--- src/rtl/latch_bank_writer.sv ---
// latch_bank_writer
//   Write-side sequencer for a bank of NUM_LATCH level-sensitive D latches,
//   each DATA_W bits wide. A command (write one word, or clear all words) is
//   taken over a valid/ready handshake. The block then walks SETUP -> PULSE ->
//   HOLD so that lat_d is stable around the latch strobe, and pulses done
//   (with err on failure) when it returns to IDLE.
//
//   Optional build macro: LATCH_READBACK_CHECK_EN
//     When defined, input lat_q carries the latch outputs. It is compared on the
//     last HOLD cycle, and a mismatch raises err together with done.
//
// Ports
//   clk        system clock, rising edge
//   reset      synchronous active-high reset
//   req_valid  command present
//   req_ready  command can be accepted (state IDLE)
//   req_clear  1 = clear all latches, 0 = write req_data to latch req_addr
//   req_addr   target latch for a write
//   req_data   write data
//   lat_q      latch outputs, word i at [i*DATA_W +: DATA_W] (readback build only)
//   lat_d      shared latch data bus
//   lat_en     one-hot latch enables
//   lat_rst    common latch reset strobe
//   busy       command in progress
//   done       one-cycle completion pulse
//   err        one-cycle failure pulse, coincident with done
module latch_bank_writer #(
  parameter int DATA_W    = 8,
  parameter int NUM_LATCH = 4,
  parameter int ADDR_W    = 2,
  parameter int SETUP_CYC = 1,
  parameter int PULSE_CYC = 2,
  parameter int HOLD_CYC  = 1
) (
  input  logic                        clk,
  input  logic                        reset,
  input  logic                        req_valid,
  output logic                        req_ready,
  input  logic                        req_clear,
  input  logic [ADDR_W-1:0]           req_addr,
  input  logic [DATA_W-1:0]           req_data,
`ifdef LATCH_READBACK_CHECK_EN
  input  logic [NUM_LATCH*DATA_W-1:0] lat_q,
`endif
  output logic [DATA_W-1:0]           lat_d,
  output logic [NUM_LATCH-1:0]        lat_en,
  output logic                        lat_rst,
  output logic                        busy,
  output logic                        done,
  output logic                        err
);

  typedef enum logic [1:0] {IDLE, SETUP, PULSE, HOLD} state_t;

  state_t                 state;
  logic [3:0]             cnt;
  logic                   clr_q;
  logic [NUM_LATCH-1:0]   mask_q;
  logic                   accept;
  logic                   addr_oor;
  logic [NUM_LATCH-1:0]   addr_mask;

`ifdef LATCH_READBACK_CHECK_EN
  // A write checks only the addressed word against lat_d; a clear checks that
  // every word reads back as zero.
  function automatic logic readback_bad(input logic [NUM_LATCH*DATA_W-1:0] q,
                                        input logic                        clr,
                                        input logic [NUM_LATCH-1:0]        mask,
                                        input logic [DATA_W-1:0]           d);
    logic bad;
    bad = 1'b0;
    for (int i = 0; i < NUM_LATCH; i++) begin
      if (clr) begin
        if (q[i*DATA_W +: DATA_W] != '0) bad = 1'b1;
      end else if (mask[i] && (q[i*DATA_W +: DATA_W] != d)) begin
        bad = 1'b1;
      end
    end
    return bad;
  endfunction
`endif

  assign req_ready = (state == IDLE);
  assign busy      = (state != IDLE);
  assign accept    = req_valid && req_ready;
  // Extra top bit keeps the compare correct when 2**ADDR_W == NUM_LATCH.
  assign addr_oor  = ({1'b0, req_addr} >= (ADDR_W+1)'(NUM_LATCH));
  // An out-of-range address shifts the bit out, so the mask is simply zero.
  assign addr_mask = NUM_LATCH'(1) << req_addr;

  // Command capture: held for the whole command, needs no reset.
  always_ff @(posedge clk) begin
    if (accept) begin
      clr_q  <= req_clear;
      mask_q <= addr_mask;
    end
  end

  always_ff @(posedge clk) begin
    if (reset) begin
      state   <= IDLE;
      cnt     <= '0;
      lat_d   <= '0;
      lat_en  <= '0;
      lat_rst <= 1'b0;
      done    <= 1'b0;
      err     <= 1'b0;
    end else begin
      done <= 1'b0;
      err  <= 1'b0;
      case (state)
        IDLE: begin
          if (req_valid) begin
            lat_d <= req_clear ? '0 : req_data;
            if (!req_clear && addr_oor) begin
              // Nothing to strobe: report failure straight away.
              done <= 1'b1;
              err  <= 1'b1;
            end else begin
              state <= SETUP;
              cnt   <= 4'(SETUP_CYC - 1);
            end
          end
        end
        SETUP: begin
          if (cnt == '0) begin
            state <= PULSE;
            cnt   <= 4'(PULSE_CYC - 1);
            if (clr_q) lat_rst <= 1'b1;
            else       lat_en  <= mask_q;
          end else begin
            cnt <= cnt - 4'd1;
          end
        end
        PULSE: begin
          if (cnt == '0) begin
            state   <= HOLD;
            cnt     <= 4'(HOLD_CYC - 1);
            lat_en  <= '0;
            lat_rst <= 1'b0;
          end else begin
            cnt <= cnt - 4'd1;
          end
        end
        HOLD: begin
          if (cnt == '0) begin
            state <= IDLE;
            done  <= 1'b1;
`ifdef LATCH_READBACK_CHECK_EN
            err   <= readback_bad(lat_q, clr_q, mask_q, lat_d);
`endif
          end else begin
            cnt <= cnt - 4'd1;
          end
        end
        default: state <= IDLE;
      endcase
    end
  end

endmodule
--- config.mk ---
export PLATFORM = sky130hd
export DESIGN_NAME = latch_bank_writer
export DESIGN_NICKNAME = d
export VERILOG_FILES = /design/src/rtl/latch_bank_writer.sv
export SDC_FILE = /design/constraint.sdc
export NUM_CORES = 1
export LEC_CHECK = 0
export CORE_ASPECT_RATIO = 1.2
export CORE_MARGIN = 10
export CORE_UTILIZATION = 35
export DETAILED_ROUTE_END_ITERATION = 10
export PLACE_DENSITY = 0.69
export SLEW_MARGIN = 10
export SYNTH_ARGS = -nofsm -noshare
export SYNTH_HDL_FRONTEND = slang
export SYNTH_SLANG_ARGS = --single-unit
--- constraint.sdc ---
create_clock -name clk -period 1.5 [get_ports clk]
set_input_delay 0.3 -clock clk [delete_from_list [all_inputs] [get_ports clk]]
set_output_delay 0.3 -clock clk [all_outputs]
set_load 0.1 [all_outputs]
# ---- After elaboration in Yosys (flattened, before gate mapping)
# Index checks and enable logic that the tools add are counted.
dict set report totals {
  out_inout_bits 17
  latch_bits 0
  ff_bits 25
  rom_bits 0
  input_bits 14
  wordCells 52
  mem_count 0
  mem_bits_rw 0
}
dict set report op_classes {
  add_sub_neg 1
  order_cmp 0
  multipliers 0
  div_mod_pow 0
  n_bitwise 1
  eq_ne 10
  n_reduce_logical 11
  n_shift 1
  mux 20
}
# operator count
set op_table {}
lappend op_table {{4-bit two-way mux} 7}
lappend op_table {{4-bit case mux with 4 select lines} 1}
lappend op_table {{2-bit inequality test (second input constant)} 7}
lappend op_table {{4-bit AND reduction} 3}
lappend op_table {{2-bit two-way mux} 4}
lappend op_table {{8-bit two-way mux} 1}
lappend op_table {{2-bit case mux with 4 select lines} 1}
lappend op_table {{4-bit case mux with 2 select lines} 1}
lappend op_table {{2-bit equality test (second input constant)} 2}
lappend op_table {{4-bit zero test} 1}
lappend op_table {{1-bit two-way mux} 4}
lappend op_table {{2-bit AND reduction} 2}
lappend op_table {{2-bit nonzero test} 2}
lappend op_table {{1-bit by 2-bit left shift with 4-bit output (first input constant)} 1}
lappend op_table {{4-bit by 1-bit subtractor with 4-bit output (second input constant)} 1}
lappend op_table {{2-bit by 1-bit equality test with 1-bit output (second input constant)} 1}
lappend op_table {{2-bit zero test} 1}
lappend op_table {{1-bit case mux with 2 select lines} 1}
lappend op_table {{2-bit OR reduction} 1}
lappend op_table {{1-bit logical AND} 1}
lappend op_table {{1-bit inverter} 1}

# ---- Longest topological paths before layout
# Gate-level depths: netlist of the first run.
dict set report logic_depth {
  depth_word 3
  ltp_mapped 7
  depth_no_buf 6
}

# ---- Worst setup path after synthesis of the first run
# No wires, ideal clock.
dict set report synth_path {
  path_kind {register to register}
  startpoint {reg state[0]}
  endpoint {reg cnt[0]}
  n_path_buf 0
  arrival_ps 2577
  synth_period_minus_slack_ps 2669
  setup_slack_ps -1169
  t_required_ps 1408
  setup_time_ps 92
  path_stages_with_launch 7
  path_cell_list {dfxtp_1 > inv_1 > ha_1 > inv_1 > nor2_1 > a21oi_1 > o32ai_1}
}
dict set report synth_via {
  elab_chain_len 3
  word_cells_on_any_way 8
  cone_classes {eq/ne (5); mux (1); reduce/logical (2)}
}
# element line
set synth_rtl {}
lappend synth_rtl {{from (decl)} 55} ;# state_t state;
lappend synth_rtl {{from (signal assigned)} 101} ;# state <= IDLE;
lappend synth_rtl {{from (signal assigned)} 120} ;# state <= SETUP;
lappend synth_rtl {{from (signal assigned)} 127} ;# state <= PULSE;
lappend synth_rtl {{2-bit zero test (*)} -}
lappend synth_rtl {{named net req_ready} 38} ;# output logic req_ready,
lappend synth_rtl {{2-bit inequality test (no source line)} -}
lappend synth_rtl {{2-bit AND reduction (no source line)} -}
lappend synth_rtl {{to (signal assigned)} 121} ;# cnt <= 4'(SETUP_CYC - 1);
lappend synth_rtl {{to (signal assigned)} 128} ;# cnt <= 4'(PULSE_CYC - 1);
lappend synth_rtl {{to (signal assigned)} 132} ;# cnt <= cnt - 4'd1;
lappend synth_rtl {{to (decl)} 56} ;# logic [3:0] cnt;
# Mark *: on every way through the listed nets, which the timed path passes. The rest lies on a longest branch.
# A chain may end at the register's enable or synchronous reset.

# ---- Worst setup path after layout of the first run
dict set report layout_path {
  startpoint {reg state[0]}
  endpoint {out busy}
}
dict set report layout_via {
  elab_chain_len 1
}
# element line
set layout_rtl {}
lappend layout_rtl {{2-bit nonzero test} 84} ;# assign busy = (state != IDLE);
lappend layout_rtl {{to (decl)} 48} ;# output logic busy,
# No other way between the ends.

==> flow_metrics.tcl, run 1 <==
set metrics [dict create \
    status "finished, violations left" \
    violations "setup timing" \
    cts_tree "built" \
    final.period_utilization_pct 108 \
    worstSetupPathType "flip-flop to primary output" \
    dieArea_mm2 0.00595 \
    synthDominantCellAreaShare_pct 35.1 \
    synthArstFlopShare_pct 0 \
    ir_worst_vdd_v 0.00191 \
    relSlewSlack_pct 65.2 \
    synth_cell_types 34 \
    maxSlewViolCount 0 \
    r2r_cells 6 \
    fillers 233 \
    boundaryPins 31 \
    dpl_cell_area_mm2 0.00178 \
    dr.pass1.iters 4 \
    total_power_uw 4230 \
    avgSynthCellArea_um2 9.51 \
    r2r_end "lat_en[1]$_SDFFE_PP0P_" \
    reg2reg_slack_ns -0.12 \
    ys_ff_latch 25 \
    grtUsageTotal_pct 9.78 \
    clk_pin_slew_ns 0.14 \
    port-buffer-count 29 \
    stdcell_area_mm2 0.00209 \
    die_h_um 82.6 \
    drtIter0Drc 48 \
    rows 22 \
    holdPathEnd "lat_en[2]$_SDFFE_PP0P_" \
    synth_area_mm2 0.00114 \
    clockBufferDepth 2 \
    synth_area_leader_cell "dfxtp_1" \
    setup_viol 11 \
    r2r-start "cnt[0]$_SDFFE_PP0P_" \
    drt-vias-per-instance 4.93 \
    num_antenna_cells 0 \
    dpl.hpwl_um 2220 \
    area_growth_syn_to_layout_pct 83.4 \
    worstPathRequired_ns 1.20 \
    start_util_pct 36.7 \
    synth_edf_count 5 \
    hold_path.class "flip-flop to flip-flop" \
    start_kind "flip-flop" \
    gp_congestion 0.884 \
    tightest_slew_ns 0.520 \
    drive_gt1_share_pct 48.3 \
    fmax_mhz 618 \
    cp.arrival_ns 1.32 \
    wl_per_cell_um 14.7 \
    final_nets 199 \
    cts.sinks 25 \
    h-tree-depth 1 \
    ant_nets 0 \
    grt_pass1_wl_um 4740 \
    hold_buffers 0 \
    die_x_um 72.1 \
    synth_area_leaders "dfxtp_1 35%, edfxtp_1 13%, a21oi_1 6.6%" \
    crit_fanout 3 \
    synthCells 120 \
    end_kind "primary output" \
    finalClockSkew_ns 0.00254 \
    gr-total-overflow 0 \
    vias 1056 \
    leakagePower_uw 0.000809 \
    period_needed_ns 1.62 \
    grt_pass1_vias 1078 \
    grt_max_degree 20 \
    yosys_warnings 0 \
    numCtsBuffers 3 \
    synth_nets 140 \
    worst_slack_ns -0.119 \
    hold_depth 2 \
    rsz0062_at_grt "true" \
    cap_violations 0 \
    hp-start "lat_en[2]$_SDFFE_PP0P_" \
    power_per_cell_area_mw_per_mm2 2020 \
    clkLatencyLatePin_ns 0.32 \
    yosysSeqAreaShare_pct 48.2 \
    antenna_found_initial 0 \
    design.core.area_mm2 0.00311 \
    final-hold-violation-count 0 \
    totalWireLength_um 3140 \
    drc 0 \
    root_buffer "clkbuf_4" \
    synth_top_flop_cell "dfxtp_1" \
]
-- power breakdown --
| group | internal, uW | total (uW) | switching (uW) |
|---|---|---|---|
| Clock | 99.9 | 307 | 207 |
| Combinational | 1280 | 2930 | 1660 |
| Sequential | 850 | 988 | 138 |
-- cell type report --
| class | instances | area [um^2] | share of cell area [%] |
|---|---|---|---|
| multi-input cells | 82 | 721 | 34.4 |
| repair buffers | 59 | 706 | 33.7 |
| flip-flops and latches | 25 | 558 | 26.7 |
| well taps | 36 | 45.0 | 2.15 |
| inverters | 8 | 36.3 | 1.73 |
| clock buffers | 3 | 22.5 | 1.08 |
| clock inverters | 1 | 5.00 | 0.239 |
-- per-stage QoR --
step / instances / util [%] / hold WS, ns / worst slack, ns / TNS, ns
6_report: 214 / 67.3 / 0.504 / -0.119 / -0.668
5_1_grt: 214 / 67.3 / 0.540 / -0.224 / -1.40
4_1_cts: 209 / 60.3 / 0.510 / -0.0977 / -0.514
3_5_place_dp: 199 / 57.1 / 0.485 / -0.165 / -0.916
3_3_place_gp: 199 / 57.1 / 0.472 / -0.0921 / -0.398
2_1_floorplan: 120 / - / 0.399 / -0.378 / -2.42
-- cells in the final DEF (no fill, tap or decap), types with 3 or more instances in the layout --
cell             count
a21oi_1             13
buf_12              16
buf_4               22
buf_6                8
clkbuf_4             3
clkdlybuf4s50_1     13
dfxtp_1             16
dfxtp_2              3
edfxtp_1             5
ha_4                 6
inv_1                3
inv_2                3
nand2_1              8
nor2_1              12
nor3b_2              7
or3b_1               4
-- per-layer routing --
| metal | vias up | share of wire (%) | global-route usage [%] | wire length (um) |
|---|---|---|---|---|
| met5 | - | 0 | 0 | 0 |
| met4 | 0 | 0.92 | 4.07 | 29 |
| met3 | 4 | 7.4 | 4.53 | 232 |
| met2 | 26 | 53 | 16.8 | 1680 |
| met1 | 491 | 38 | 10.1 | 1200 |
| li1 | 535 | - | - | - |
-- synthesized netlist by cell type, types with 2 or more instances --
master and count:
dfxtp_1 20, a21oi_1 15, nor2_1 13, nand2_1 9, nor3b_1 9, inv_1 8, ha_1 6, edfxtp_1 5
or3b_1 4, clkbuf_1 3, a31oi_1 2, nor2b_1 2, o21ai_0 2, o31ai_1 2
-- state kept, by name (all words and copies together), names as in the netlist --
name / flops
cnt: 4
lat_rst: 1
done: 1
mask_q: 4
clr_q: 1
lat_en: 4
state: 2
lat_d: 8
-- critical path: stages, from the launching register on --
cell	delay (ns)
dfxtp_4	0.41
inv_4	0.06
ha_4	0.17
buf_6	0.12
clkinvlp_4	0.07
buf_12	0.17
-- cells by family after synthesis --
kind of cell | count (synthesis) | share of synthesized area [%]
AO/OA/AOI/OAI | 28 | 16.1
adder cells (fa/ha/maj) | 6 | 6.58
buffers and inverters | 13 | 4.71
flip-flops | 25 | 48.2
other | 1 | 0.329
AND/OR/NAND/NOR | 47 | 24.0
-- worst max-delay path by stage --
stage / slack, ns / end / start
final: -0.12 / busy / state[0]$_SDFFE_PP0P_
after global routing: -0.22 / lat_en[1]$_SDFFE_PP0P_ / cnt[0]$_SDFFE_PP0P_
after CTS: -0.1 / busy / state[0]$_SDFFE_PP0P_
after detailed placement: -0.16 / cnt[1]$_SDFFE_PP0P_ / cnt[0]$_SDFFE_PP0P_
after global placement: -0.09 / cnt[1]$_SDFFE_PP0P_ / cnt[0]$_SDFFE_PP0P_
after floorplan: -0.38 / cnt[0]$_SDFFE_PP0P_ / state[1]$_SDFFE_PP0P_
-- timing repair --
item | in CTS | in global routing
resized for setup | 8 | 38
pin swaps | 5 | 16
gates cloned | 0 | 1
setup endpoints to repair | 11 | 21
buffers inserted | 6 | 4
Note: power is estimated with default switching activity, not from simulation.
==> run 2, diff against run 1 <==
CTS_CLUSTER_SIZE = 30   (was unset)
SETUP_SLACK_MARGIN = 0.2   (was unset)
TNS_END_PERCENT = 10   (was unset)
==> flow_metrics.tcl, run 2 (synthesized netlist as in run 1, its figures left out) <==
set metrics [dict create \
    status "finished, violations left" \
    violations "setup timing" \
    pwr-share-clk_pct 7.4 \
    wl_per_cell_um 14.3 \
    vias 1046 \
    hold_buffers 0 \
    gr-total-overflow 0 \
    rows 22 \
    fillers 267 \
    combPwrFrac_pct 68.6 \
    ir_worst_vdd_v 0.00168 \
    grtUsageTotal_pct 10.4 \
    fmax_mhz 615 \
    worstSetupPathType "flip-flop to flip-flop" \
    final_nets 194 \
    crit_fanout 2 \
    final.period_utilization_pct 108 \
    layout_commonest_cell "buf_4" \
    boundaryPins 31 \
    die_h_um 82.6 \
    cts.sinks 25 \
    dieArea_mm2 0.00595 \
    dr.pass1.iters 6 \
    power.share.sequential_pct 24.1 \
    totalWireLength_um 3000 \
    area_growth_syn_to_layout_pct 70.8 \
    p_switching_uw 1890 \
    clockBufferDepth 2 \
    end_kind "flip-flop" \
    setup_viol 8 \
    grt_max_degree 15 \
    setup_tns_ns -0.757 \
    largest_register_ffs 8 \
    final-hold-violation-count 0 \
    root_buffer "clkbuf_4" \
    start_kind "flip-flop" \
    port-buffer-count 29 \
    h-tree-depth 1 \
    gp_congestion 0.879 \
    leakagePower_uw 0.000765 \
    p_int_uw 2090 \
    hold_path.class "flip-flop to flip-flop" \
    rsz0062_at_grt "true" \
    finalClockSkew_ns 0.00219 \
    clkLatencyLatePin_ns 0.31 \
    die_x_um 72.1 \
    grt_pass1_wl_um 5050 \
    final_cell_mix "22 x buf_4, 16 x dfxtp_1, 16 x buf_12, 13 x clkdlybuf4s50_1, 12 x nor2_1" \
    maxSlewViolCount 0 \
    antenna_found_initial 0 \
    numCtsBuffers 3 \
    drt-vias-per-instance 5.00 \
    regMostFlops "lat_d" \
    drc 0 \
    drive_gt1_share_pct 44.5 \
    ant_nets 0 \
    worstPathRequired_ns 1.72 \
    grt_pass1_vias 1124 \
    slowest_stage "or4_1" \
    dp.cells 200 \
    clk_pin_slew_ns 0.13 \
    worst_slack_ns -0.126 \
    power_per_cell_area_mw_per_mm2 2040 \
    cp.arrival_ns 1.85 \
    dpl.hpwl_um 2410 \
    crit_top_cell "buf_4" \
    p_sw_share_pct 47.4 \
    drtIter0Drc 46 \
    period_needed_ns 1.63 \
    start_util_pct 36.7 \
    fin_hold_ws_ns 0.511 \
    path_cells "inv_2, buf_4, buf_4, ha_1, or4_1, o31ai_1" \
    cts_tree "built" \
    cap_violations 0 \
    design.core.area_mm2 0.00311 \
    num_antenna_cells 0 \
    finalNonFillerCells 209 \
    slowest_delay_ns 0.51 \
]
[run 2: cell count changes in the layout (fill, tap and decap cells not counted), sizes merged]
| cell | delta |
|---|---|
| buf | -5 |
[run 2: per-stage QoR]
stage	setup WS (ns)	cell area (um^2)	total power, uW	utilization, %
2_1_floorplan	-0.390	1160	2460	-
3_3_place_gp	-0.0755	1780	3350	57.3
4_1_cts	-0.0832	1910	3910	61.3
5_1_grt	-0.181	1950	4190	62.7
3_5_place_dp	-0.166	1780	3420	57.3
6_report	-0.126	1950	3980	62.7
[run 2: final cells by class]
cell class	count	area [um^2]	area share, %
multi-input cells	82	638	32.7
well taps	36	45.0	2.31
flip-flops and latches	25	556	28.5
inverters	8	33.8	1.73
clock buffers	3	22.5	1.16
clock inverters	1	5.00	0.257
repair buffers	54	649	33.3
[run 2: path summary, 6_finish.rpt]
| check | from | endpoint | slack [ns] | cells past startpoint |
|---|---|---|---|---|
| max | cnt[0]$_SDFFE_PP0P_ | cnt[1]$_SDFFE_PP0P_ | -0.13 | 6 |
| min | lat_en[0]$_SDFFE_PP0P_ | lat_en[0]$_SDFFE_PP0P_ | 0.51 | 2 |
| max reg2reg | cnt[0]$_SDFFE_PP0P_ | cnt[1]$_SDFFE_PP0P_ | -0.13 | 6 |
| min reg2reg | lat_en[0]$_SDFFE_PP0P_ | lat_en[0]$_SDFFE_PP0P_ | 0.51 | 2 |
[run 2: metal layers]
metal / vias up / wire, um / global-route usage [%]
met4: 0 / 9 / 3.29
met1: 494 / 1150 / 9.62
met5: - / 0 / 0
met3: 2 / 237 / 4.30
li1: 527 / - / -
met2: 23 / 1600 / 20.2
[run 2: power by group through the flow]
stage	logic, uW	registers [uW]	clock network (uW)
6_report	2730	958	293
5_1_grt	2880	972	335
4_1_cts	2640	956	311
3_5_place_dp	2440	976	0
3_3_place_gp	2390	967	0
2_1_floorplan	1000	1460	0
[run 2: timing repair]
action / in CTS / in global routing
pin swaps: 16 / 8
gates resized for setup: 22 / 9
buffers inserted: 4 / 1
endpoints found under the setup margin: 27 / 27
cloned: 0 / 0
[run 2: critical path, delay by kind of cell (launching register included)]
kind | cells | cell delay, ns
flops | 1 | 0.36
buf+inv | 3 | 0.29
simple gates | 1 | 0.51
fa+ha+maj | 1 | 0.28
compound gates | 1 | 0.09
==> run 3, diff against run 2 <==
ABC_AREA = 1   (was unset)
PLACE_DENSITY = unset   (was 0.69)
PLACE_DENSITY_LB_ADDON = 0.12   (was unset)
==> flow_metrics.tcl, run 3 <==
set metrics [dict create \
    path_cells "inv_4, ha_4, inv_12, buf_12" \
    crit_fanout 4 \
    port-buffer-count 29 \
    synth_edf_count 5 \
    synth_nets 166 \
    hold_buffers 0 \
    worstPathRequired_ns 1.20 \
    r2r-start "state[1]$_SDFFE_PP0P_" \
    final_core_util_pct 60.9 \
    reg2reg_slack_ns 0.10 \
    layout_commonest_cell "nand2_1" \
    fmax_mhz 691 \
    period_needed_ns 1.45 \
    ys_ff_latch 25 \
    totalWireLength_um 2750 \
    final_nets 207 \
    total_power_uw 3980 \
    slowest_delay_ns 0.37 \
    power.share.sequential_pct 24.3 \
    dpl_cell_area_mm2 0.00169 \
    fin_hold_ws_ns 0.496 \
    synth_area_leader_cell "dfxtp_1" \
    synth_cell_types 21 \
    clkLatencyLatePin_ns 0.32 \
    synthCells 146 \
    grt_pass1_vias 1061 \
    worst_slack_ns 0.0521 \
    antenna_found_initial 0 \
    end_kind "primary output" \
    die_h_um 82.9 \
    final-hold-violation-count 0 \
    r2r_cells 8 \
    yosys_warnings 0 \
    hp-start "cnt[1]$_SDFFE_PP0P_" \
    h-tree-depth 1 \
    synthMostInstantiatedCell "nand2_1" \
    drc 0 \
    drive_gt1_share_pct 41.4 \
    rows 22 \
    rsz0062_at_grt "true" \
    pwr-share-clk_pct 7.7 \
    p_sw_share_pct 50.1 \
    synth_area_leaders "dfxtp_1 35%, edfxtp_1 13%, nand2_1 9.4%" \
    p_switching_uw 1990 \
    final.period_utilization_pct 96.5 \
    design.core.area_mm2 0.00311 \
    synth_area_mm2 0.00115 \
    p_int_uw 1990 \
    cts_tree "built" \
    die_x_um 72.4 \
    synth_top_flop_cell "dfxtp_1" \
    grtUsageTotal_pct 9.49 \
    boundaryPins 31 \
    yosysSeqAreaShare_pct 47.8 \
    largest_register_ffs 8 \
    stdcell_area_mm2 0.00189 \
    holdPathEnd "cnt[1]$_SDFFE_PP0P_" \
    synthArstFlopShare_pct 0 \
    gr-total-overflow 0 \
    avgSynthCellArea_um2 7.89 \
    cap_violations 0 \
    worstSetupPathType "flip-flop to primary output" \
    cts.sinks 25 \
    combPwrFrac_pct 68.0 \
    hold_path.class "flip-flop to flip-flop" \
    status "finished clean" \
    final_cell_mix "23 x nand2_1, 18 x dfxtp_1, 16 x buf_12, 14 x a21oi_1, 13 x clkdlybuf4s50_1" \
    vias 1064 \
    start_util_pct 37.0 \
    clockBufferDepth 2 \
    maxSlewViolCount 0 \
    leakagePower_uw 0.000750 \
    slowest_stage "dfxtp_2" \
    dieArea_mm2 0.00600 \
    pre_cts_slack_ns -0.0275 \
    ir_worst_vdd_v 0.00148 \
    root_buffer "clkbuf_4" \
    dr.pass1.iters 4 \
    dpl.hpwl_um 2190 \
    gp_congestion 0.749 \
    wl_per_cell_um 12.4 \
    hold_depth 2 \
    grt_max_degree 16 \
    power_per_cell_area_mw_per_mm2 2100 \
    numCtsBuffers 3 \
    finalClockSkew_ns 0.0111 \
    area_growth_syn_to_layout_pct 64.4 \
    start_kind "flip-flop" \
    drtIter0Drc 31 \
    setup_viol 0 \
    drt-vias-per-instance 4.79 \
    ant_nets 0 \
    synthDominantCellAreaShare_pct 34.7 \
    cp.arrival_ns 1.15 \
    grt_pass1_wl_um 4770 \
    clk_pin_slew_ns 0.15 \
    num_antenna_cells 0 \
    ys_top_cells_by_count "29 x nand2_1, 21 x nand3_1, 20 x dfxtp_1" \
    regMostFlops "lat_d" \
    r2r_end "state[1]$_SDFFE_PP0P_" \
]
## run 3: routing by layer
| metal | track usage [%] | routed length [um] | vias to the layer above |
|---|---|---|---|
| met5 | 0 | 0 | - |
| met4 | 3.10 | 17 | 0 |
| met3 | 4.64 | 224 | 2 |
| met2 | 16.3 | 1470 | 19 |
| met1 | 9.65 | 1040 | 491 |
| li1 | - | - | 552 |
## run 3: power by group through the flow
stage	Combinational, uW	Clock [uW]	Sequential, uW
after detailed placement	2350	0	980
after global placement	2330	0	974
after global routing	2900	354	986
after floorplan	1220	0	1380
final	2710	307	967
after CTS	2480	325	957
## run 3: cell type report
type	instances	area, um^2
clock buffers	3	22.5
clock inverters	1	7.51
fillers	277	1220
inverters	20	93.8
multi-input cells	98	647
flip-flops and latches	25	553
well taps	36	45.0
repair buffers	39	526
## run 3: worst max-delay path: cells and delay by family (launching register included)
family | cells | cell delay, ns
flops | 1 | 0.37
buf+inv | 3 | 0.27
fa+ha+maj | 1 | 0.20
## run 3: per-stage QoR
step | TNS, ns | instances
floorplan | 0 | 146
global placement | -0.109 | 211
detailed placement | -0.242 | 211
CTS | 0 | 220
global route | -0.0177 | 222
finish | 0 | 222
## run 3: logic make-up after synthesis
family | count (synthesis) | synth area share (%)
adder cells (fa/ha/maj) | 6 | 6.51
AND/OR/NAND/NOR | 70 | 28.0
buffers and inverters | 23 | 7.93
AO/OA/AOI/OAI | 21 | 9.45
flip-flops | 25 | 47.8
other | 1 | 0.325
## run 3: worst max-delay path by stage
stage	start	to	slack (ns)	cells past startpoint
after global placement	req_valid	mask_q[0]$_SDFFCE_PP0P_	-0.01	3
after global routing	state[1]$_SDFFE_PP0P_	busy	-0.01	4
final	state[1]$_SDFFE_PP0P_	busy	0.05	4
after CTS	state[1]$_SDFFE_PP0P_	req_ready	0.03	3
after floorplan	state[1]$_SDFFE_PP0P_	state[1]$_SDFFE_PP0P_	0.002	7
after detailed placement	req_valid	lat_d[1]$_SDFFE_PP0P_	-0.03	5
## run 3: repair_timing
item                                    CTS  global route
gates resized for setup                   1            34
endpoints found under the setup margin   23            26
buffers inserted                          5             2
pin swaps                                 1            13
